<file path="src/rtl/sweep_amplitude_meter.sv">
// Per-frequency-point amplitude meter: after each new_freq strobe it drops a settling
// window, then reports max/min/peak-to-peak over a fixed window on a valid/ready port.
module sweep_amplitude_meter #(
    parameter int DATA_W   = 12,
    parameter int IDX_W    = 6,
    parameter int SETTLE_N = 1024,
    parameter int MEAS_N   = 8192
) (
    input  logic              clk,
    input  logic              rst,
    input  logic              new_freq,
    input  logic [IDX_W-1:0]  freq_idx,
    input  logic              sample_valid,
    input  logic [DATA_W-1:0] sample,
    output logic              res_valid,
    input  logic              res_ready,
    output logic [IDX_W-1:0]  res_idx,
    output logic [DATA_W-1:0] res_max,
    output logic [DATA_W-1:0] res_min,
    output logic [DATA_W-1:0] res_pp,
    output logic              busy,
    output logic              overrun
);

    localparam int MAX_N = (SETTLE_N > MEAS_N) ? SETTLE_N : MEAS_N;
    localparam int CNT_W = $clog2(MAX_N + 1);
    localparam logic [CNT_W-1:0] SETTLE_LAST = CNT_W'(SETTLE_N - 1);
    localparam logic [CNT_W-1:0] MEAS_LAST   = CNT_W'(MEAS_N - 1);

    // state    | meaning
    // S_IDLE   | no point in progress, samples ignored
    // S_SETTLE | discarding settling samples of the current point
    // S_MEASURE| accumulating max/min over the measurement window
    typedef enum logic [1:0] {
        S_IDLE    = 2'd0,
        S_SETTLE  = 2'd1,
        S_MEASURE = 2'd2
    } state_t;

    state_t            r_state;
    logic [CNT_W-1:0]  r_cnt;
    logic [IDX_W-1:0]  r_cur_idx;
    logic [DATA_W-1:0] r_run_max;
    logic [DATA_W-1:0] r_run_min;
    logic              r_busy;

    logic              r_res_valid;
    logic [IDX_W-1:0]  r_res_idx;
    logic [DATA_W-1:0] r_res_max;
    logic [DATA_W-1:0] r_res_min;
    logic [DATA_W-1:0] r_res_pp;
    logic              r_overrun;

    logic              w_beat;
    logic              w_settle_beat;
    logic              w_meas_beat;
    logic              w_complete;
    logic              w_load;
    logic [DATA_W-1:0] w_nxt_max;
    logic [DATA_W-1:0] w_nxt_min;

    // A sample coinciding with new_freq belongs to neither the old nor the new point.
    assign w_beat        = sample_valid & ~new_freq;
    assign w_settle_beat = (r_state == S_SETTLE) & w_beat;
    assign w_meas_beat   = (r_state == S_MEASURE) & w_beat;
    assign w_complete    = w_meas_beat & (r_cnt == MEAS_LAST);
    assign w_load        = w_complete & (~r_res_valid | res_ready);

    assign w_nxt_max = (sample > r_run_max) ? sample : r_run_max;
    assign w_nxt_min = (sample < r_run_min) ? sample : r_run_min;

    always_ff @(posedge clk or negedge rst) begin
        if (!rst) begin
            r_state   <= S_IDLE;
            r_cnt     <= '0;
            r_cur_idx <= '0;
            r_run_max <= '0;
            r_run_min <= '1;
            r_busy    <= 1'b0;
        end else if (new_freq) begin
            r_state   <= S_SETTLE;
            r_cnt     <= '0;
            r_cur_idx <= freq_idx;
            r_run_max <= '0;
            r_run_min <= '1;
            r_busy    <= 1'b1;
        end else begin
            case (r_state)
                S_SETTLE: begin
                    if (w_settle_beat) begin
                        if (r_cnt == SETTLE_LAST) begin
                            r_cnt   <= '0;
                            r_state <= S_MEASURE;
                        end else begin
                            r_cnt <= r_cnt + 1'b1;
                        end
                    end
                end
                S_MEASURE: begin
                    if (w_meas_beat) begin
                        r_run_max <= w_nxt_max;
                        r_run_min <= w_nxt_min;
                        if (w_complete) begin
                            r_cnt   <= '0;
                            r_state <= S_IDLE;
                            r_busy  <= 1'b0;
                        end else begin
                            r_cnt <= r_cnt + 1'b1;
                        end
                    end
                end
                default: begin
                    r_state <= S_IDLE;
                    r_busy  <= 1'b0;
                end
            endcase
        end
    end

    // A completion may reload the output in the same cycle the old result is taken.
    always_ff @(posedge clk or negedge rst) begin
        if (!rst) begin
            r_res_valid <= 1'b0;
            r_res_idx   <= '0;
            r_res_max   <= '0;
            r_res_min   <= '0;
            r_res_pp    <= '0;
            r_overrun   <= 1'b0;
        end else begin
            r_overrun <= w_complete & ~w_load;
            if (w_load) begin
                r_res_valid <= 1'b1;
                r_res_idx   <= r_cur_idx;
                r_res_max   <= w_nxt_max;
                r_res_min   <= w_nxt_min;
                r_res_pp    <= w_nxt_max - w_nxt_min;
            end else if (r_res_valid && res_ready) begin
                r_res_valid <= 1'b0;
            end
        end
    end

    assign res_valid = r_res_valid;
    assign res_idx   = r_res_idx;
    assign res_max   = r_res_max;
    assign res_min   = r_res_min;
    assign res_pp    = r_res_pp;
    assign busy      = r_busy;
    assign overrun   = r_overrun;

endmodule

</file>
<file path="config.mk">
export PLATFORM = sky130hd
export DESIGN_NAME = sweep_amplitude_meter
export DESIGN_NICKNAME = d
export VERILOG_FILES = /design/src/rtl/sweep_amplitude_meter.sv
export SDC_FILE = /design/constraint.sdc
export NUM_CORES = 1
export LEC_CHECK = 0
export BUFFER_PORTS_ARGS = -buffer_cell sky130_fd_sc_hd__buf_2
export CORE_MARGIN = 1.5
export CORE_UTILIZATION = 32
export CTS_CLUSTER_SIZE = 12
export DETAILED_ROUTE_END_ITERATION = 16
export GPL_TIMING_DRIVEN = 0
export PLACE_DENSITY = 0.48
export RECOVER_POWER = 50
export SLEW_MARGIN = 30
export SYNTH_ARGS = -nofsm -noshare
export SYNTH_HDL_FRONTEND = slang
export SYNTH_SLANG_ARGS = --single-unit
</file>
<file path="constraint.sdc">
create_clock -name clk -period 11.9 [get_ports clk]
set_input_delay 0 -clock clk [delete_from_list [all_inputs] [get_ports clk]]
set_output_delay 0 -clock clk [all_outputs]
set_load 0.02 [all_outputs]
</file>
* Word level (Yosys, flattened, before mapping) *
Cells that the tools add are included.
W data, S select, Z words.

operators by class
  add/subtract/negate cells = 2
  $lt $le $gt $ge = 2
  equality and inequality tests = 9
  mux-type cells = 26
  bitwise operators = 10
  reduce and logical (&&, ||, !) cells = 9

operators by type and width
  kind                     number
  $mux W12                 8
  $mux W14                 5
  $pmux W14 S2             1
  $add A14 B1 Y14 const B  1
  $eq A14 B10 Y1 const B   1
  $eq A14 B13 Y1 const B   1
  $gt A12 B12 Y1           1
  $lt A12 B12 Y1           1
  $sub A12 B12 Y12         1
  $mux W2                  5
  $ne A3 B3 Y1 const B     3
  $and A1 B1 Y1            6
  $reduce_and A3 Y1        2
  $reduce_bool A2 Y1       3
  $mux W1                  5
  $pmux W2 S2              1
  $reduce_and A4 Y1        1
  $ne A3 B2 Y1 const B     1
  $not A1 Y1               3
  $reduce_bool A3 Y1       1
  $eq A2 B1 Y1 const B     1
  $eq A2 B2 Y1 const B     1
  $ne A2 B2 Y1 const B     1
  $pmux W1 S2              1
  3 further kinds          3

storage, ports and cells
  register bits = 91
  output and inout bits = 45
  word-level logic and storage cells = 70

* Logic depth before layout (Yosys ltp) *
  word-level depth = 8
  depth in mapped cells = 22
  depth with buffers taken out = 20

* Least setup slack after synthesis *
OpenSTA, ideal clock, no wires.

  path kind = flip-flop to flip-flop
  from = register r_run_min[2]
  to = register r_res_pp[10], in the netlist res_pp[10]
  setup time = 92 ps
  data arrival time = 4,255 ps
  setup slack = 7,553 ps
  stages on the path, launching flop included = 22
  path buffers = 2
  period minus slack after synthesis = 4,347 ps
  cells stage by stage = dfstp_2 > inv_1 > ha_1 > a211o_1 > a31oi_1 > o31ai_1 > a221o_2 > buf_6 > clkbuf_1 > a21oi_1 > inv_1 > ha_1 > inv_1 > fa_1 > inv_1 > and3_4 > a311oi_2 > a41oi_2 > o211a_1 > nor3_2 > nor3_1 > o31ai_2

on the way
  longest elaborated chain between the ends = 3

ends and longest elaborated chain
  what                      RTL line  RTL
  start: declaration        44        logic [DATA_W-1:0] r_run_min;
  start signal: assignment  102       r_run_min <= w_nxt_min;
  $lt A12 B12 Y1            70        assign w_nxt_min = (sample < r_run_min) ? sample : r_run_min;
  $mux W12                  70
  via w_nxt_min[0]          60        logic [DATA_W-1:0] w_nxt_min;
  $sub A12 B12 Y12          136       r_res_pp <= w_nxt_max - w_nxt_min;
  end signal: assignment    136
  end: declaration          51        logic [DATA_W-1:0] r_res_pp;

The timed path passes the listed nets, and every way through them passes these cells.
A chain may end at the register's enable or synchronous reset.

* Worst setup path after layout *
  from = register r_run_max[2]
  to = register r_res_pp[10], in the netlist res_pp[10]

on the way
  longest elaborated chain between the ends = 3

ends and longest elaborated chain
  what                      RTL line  RTL
  start: declaration        43        logic [DATA_W-1:0] r_run_max;
  start signal: assignment  101       r_run_max <= w_nxt_max;
  $gt A12 B12 Y1            69        assign w_nxt_max = (sample > r_run_max) ? sample : r_run_max;
  $mux W12 (*)              69
  $sub A12 B12 Y12 (*)      136

Every way passes the cells marked *; elsewhere a longest branch is shown, timed or not.

==> impl_metrics.toml <==
[grt]
grt_max_degree = 55
overflow = 0
grt.total_usage_pct = 18.08
antenna_found_initial = 0
grt_pass1_wl_mm = 22.80
grt_pass1_vias = 4101

[critical_path]
path_buf_inv = 4
crit_cells = 19
crit_required_ns = 12.17
worstPathArrival_ns = 5.43
cp_top_family = "compound AO/OA/AOI/OAI gates"
path_cells = "inv_1 > ha_1 > nand2_1 > o21bai_1 > a211o_1 > a31oi_4 > buf_4 > clkbuf_1 > mux2i_1 > ha_1 > inv_1 > fa_1 > nor3_1 > a311oi_2 > a41oi_2 > o211a_1 > nor3_2 > o21a_1 > o31ai_2"
worstSetupEndpoint = "res_pp[10]"
rrSetupSlack_ns = 6.74
cp-end-kind = "flop"
r2r-end = "res_pp[10]"
startpoint = "r_run_max[2]"
critical_path_class = "flop to flop"
reg2reg_from = "r_run_max[2]"
cpPeakStageDelay_ns = 0.56
reg2reg_depth = 19
start_kind = "flop"
path_max_fanout = 10
slowest_stage = "clkbuf_1"

[timing]
hold_viol = 0
tightest_slew_ns = 2.956
clock.fmax_ghz = 0.1937
finalSetupViolations = 0
slew_viol_final = 94
rsz0062_at_grt = "no"
whs_ns = 0.09428
min_period_ns = 5.164
slew_headroom_pct = -97.10
layout_worst_path_cycle_share_pct = 43.39
fin_tns_setup_ns = 0
skew_ns = 0.007320
fin_ws_ns = 6.736

[yosys]
synth_top_cell_by_area = "dfrtp_1"
syn-instance-count = 556
synth.area.top_cells = "dfrtp_1 38%, ha_1 7.4%, dfstp_2 6.0%"
netlist_area_um2 = 5216
avgSynthCellArea_um2 = 9.382
yosysWarnings = 0
ys.flop_type = "dfrtp_1"
ys_seq_elements = 91
ys_types = 66
yosys.area.top_type_share_pct = 37.90
async_flop_share_pct = 100.0
synth_nets = 611
ys_seq_area_share_pct = 43.94
synth_edf_count = 0

[power]
switching_share_pct = 26.50
p_comb_share_pct = 12.1
pwr_density_cell_nw_per_um2 = 108.1
power.total_uw = 666.9
p_leak_nw = 2.923
power_switching_uw = 176.7
p_int_uw = 490.2
clockPowerShare_pct = 40.9
vdd_drop_max_mv = 0.06788
sequentialPowerShare_pct = 47.0

[route]
drc = 0
wl_per_cell_um = 16.95
via_per_inst = 5.023
drtIter0Drc = 288
vias = 4345
antenna_left = 0
first_pass_iters = 5
wl_mm = 14.66

[floorplan]
die_h_um = 130.7
fp.coreArea_um2 = 15890
dieArea_um2 = 17080
io-pin-count = 68
num_rows = 46
start_util_pct = 32.84
die_w_um = 130.7

[clock_tree]
numCtsBuffers = 9
cts-htree-levels = 3
clk_path_buf_depth = 2
cts_tree = "built"
clock-sinks = 91
insertion_delay_ns = 0.35
path_clk_slew_ns = 0.07
cts_root_buffer = "clkbuf_16"

[placement]
place_congestion = 0.7891
numPortBuffers = 66
place_area_um2 = 5851
dp_slack_ns = 6.789
hpwl_mm = 10.99

[cells_and_area]
fin_area_um2 = 6168
ff_latch_area_um2 = 2292
layout-drive-gt1-share_pct = 15.25
final_nets = 699
area_growth_pct = 18.25
diodes = 0
n_fill_cell = 1612
multiInputGateArea_um2 = 2688

[hold_path]
hold_class = "input pin to flop"

[flow_run]
drv_cap = 2

[run_status]
status = "complete, but fails checks"
failed_checks = "capacitance limit, slew limit"
[sequential cells by signal, summed over array words and instances (netlist names)]
| signal | count |
|---|---|
| busy | 1 |
| r_state | 2 |
| res_pp | 12 |
| r_cur_idx | 6 |
| r_cnt | 14 |
| res_max | 12 |
| r_run_max | 12 |
| res_idx | 6 |
| overrun | 1 |
| res_valid | 1 |
| res_min | 12 |
| r_run_min | 12 |
[worst min path at each step]
| stage | startpoint | end | slack [ns] | cells after the start |
|---|---|---|---|---|
| finish | sample[5] | res_min[5] | 0.09 | 3 |
| floorplan | rst | busy | -0.30 | 0 |
| detailed placement | rst | res_max[7] | -0.06 | 1 |
| global route | sample[5] | res_min[5] | 0.12 | 3 |
| global placement | freq_idx[0] | r_cur_idx[0] | 0.23 | 2 |
| CTS | sample[5] | res_min[5] | 0.09 | 3 |
[timing repair]
item / in CTS / in global routing
hold endpoints to repair: 94 / 0
hold buffers: 10 / 0
setup buffers: 0 / 0
gates resized for setup: 0 / 0
[cell usage in the layout (no fill, tap or decap), types with 4 or more instances in the layout]
cell           count
dfrtp_1           79
nand2_1           78
o21ai_0           59
buf_2             46
nor2_1            44
clkbuf_1          44
inv_1             36
ha_1              31
mux2i_1           23
a21oi_1           18
a211o_1           13
nand2b_1          12
a211oi_1          12
dfstp_2           12
dlygate4sd3_1     10
and3_1             9
clkbuf_16          9
nand4_1            8
xnor2_1            8
nor2b_1            7
nand3_1            7
mux2_2             7
a21o_1             6
o31ai_1            4
nor3_1             4
[final cells by class]
cell class	instances	share of cell area (%)
tap	216	4.381
buffer	23	1.582
sequential	91	37.16
clock buffer	12	3.996
clock inverter	4	0.4260
timing repair buffer	77	6.633
inverter	37	2.252
multi-input combinational	405	43.57
[kinds of logic (layout without fill, tap and decap cells)]
group / count (synthesis) / count (layout) / share of synthesized area (%)
fa+ha+maj: 32 / 32 / 7.820
flops: 91 / 91 / 43.94
simple gates: 193 / 193 / 17.94
mux: 31 / 31 / 6.356
compound gates: 139 / 139 / 17.73
buf+inv: 60 / 153 / 4.534
xor+xnor: 10 / 10 / 1.679
[power groups by stage]
stage	Sequential [mW]	Clock (mW)	Combinational [mW]
global route	0.314	0.291	0.0907
global placement	0.319	0	0.0776
finish	0.314	0.273	0.0808
floorplan	0.319	0	0.0501
CTS	0.313	0.280	0.0830
detailed placement	0.319	0	0.0799
[Yosys cell counts (all sizes together), types with 3 or more instances]
| library cell | n |
|---|---|
| nor4 | 4 |
| nor3 | 6 |
| nand4 | 8 |
| nand3 | 7 |
| a211o | 13 |
| mux2i | 24 |
| dfrtp | 79 |
| dfstp | 12 |
| a21o | 6 |
| and2 | 3 |
| a211oi | 12 |
| o21ai | 62 |
| clkbuf | 21 |
| ha | 31 |
| a31oi | 4 |
| mux2 | 7 |
| nor2 | 44 |
| o31ai | 5 |
| and2b | 4 |
| nor2b | 7 |
| nand2 | 78 |
| inv | 36 |
| and3 | 10 |
| nand2b | 12 |
| xnor2 | 8 |
| a21oi | 19 |
[metal layers]
layer  GRT usage (%)  routed length [um]
met3           2.728                 485
met5               0                   0
met2           27.03                6624
met4           8.274                 410
met1           25.79                7139
[metrics by stage]
step | util [%] | std cells
finish | 38.83 | 865
global route | 38.83 | 865
CTS | 39.18 | 865
detailed placement | 36.83 | 839
global placement | 36.62 | 838
floorplan | - | 556
[worst reg2reg max path: stages (launching register included)]
cell and delay (ns):
dfrtp_1 0.44, inv_1 0.13, ha_1 0.29, nand2_1 0.09, o21bai_1 0.18, a211o_1 0.29, a31oi_4 0.36, buf_4 0.25
clkbuf_1 0.56, mux2i_1 0.51, ha_1 0.22, inv_1 0.06, fa_1 0.43, nor3_1 0.26, a311oi_2 0.08, a41oi_2 0.28
o211a_1 0.23, nor3_2 0.07, o21a_1 0.17, o31ai_2 0.16
No activity file was read; power rests on OpenSTA's default activity.
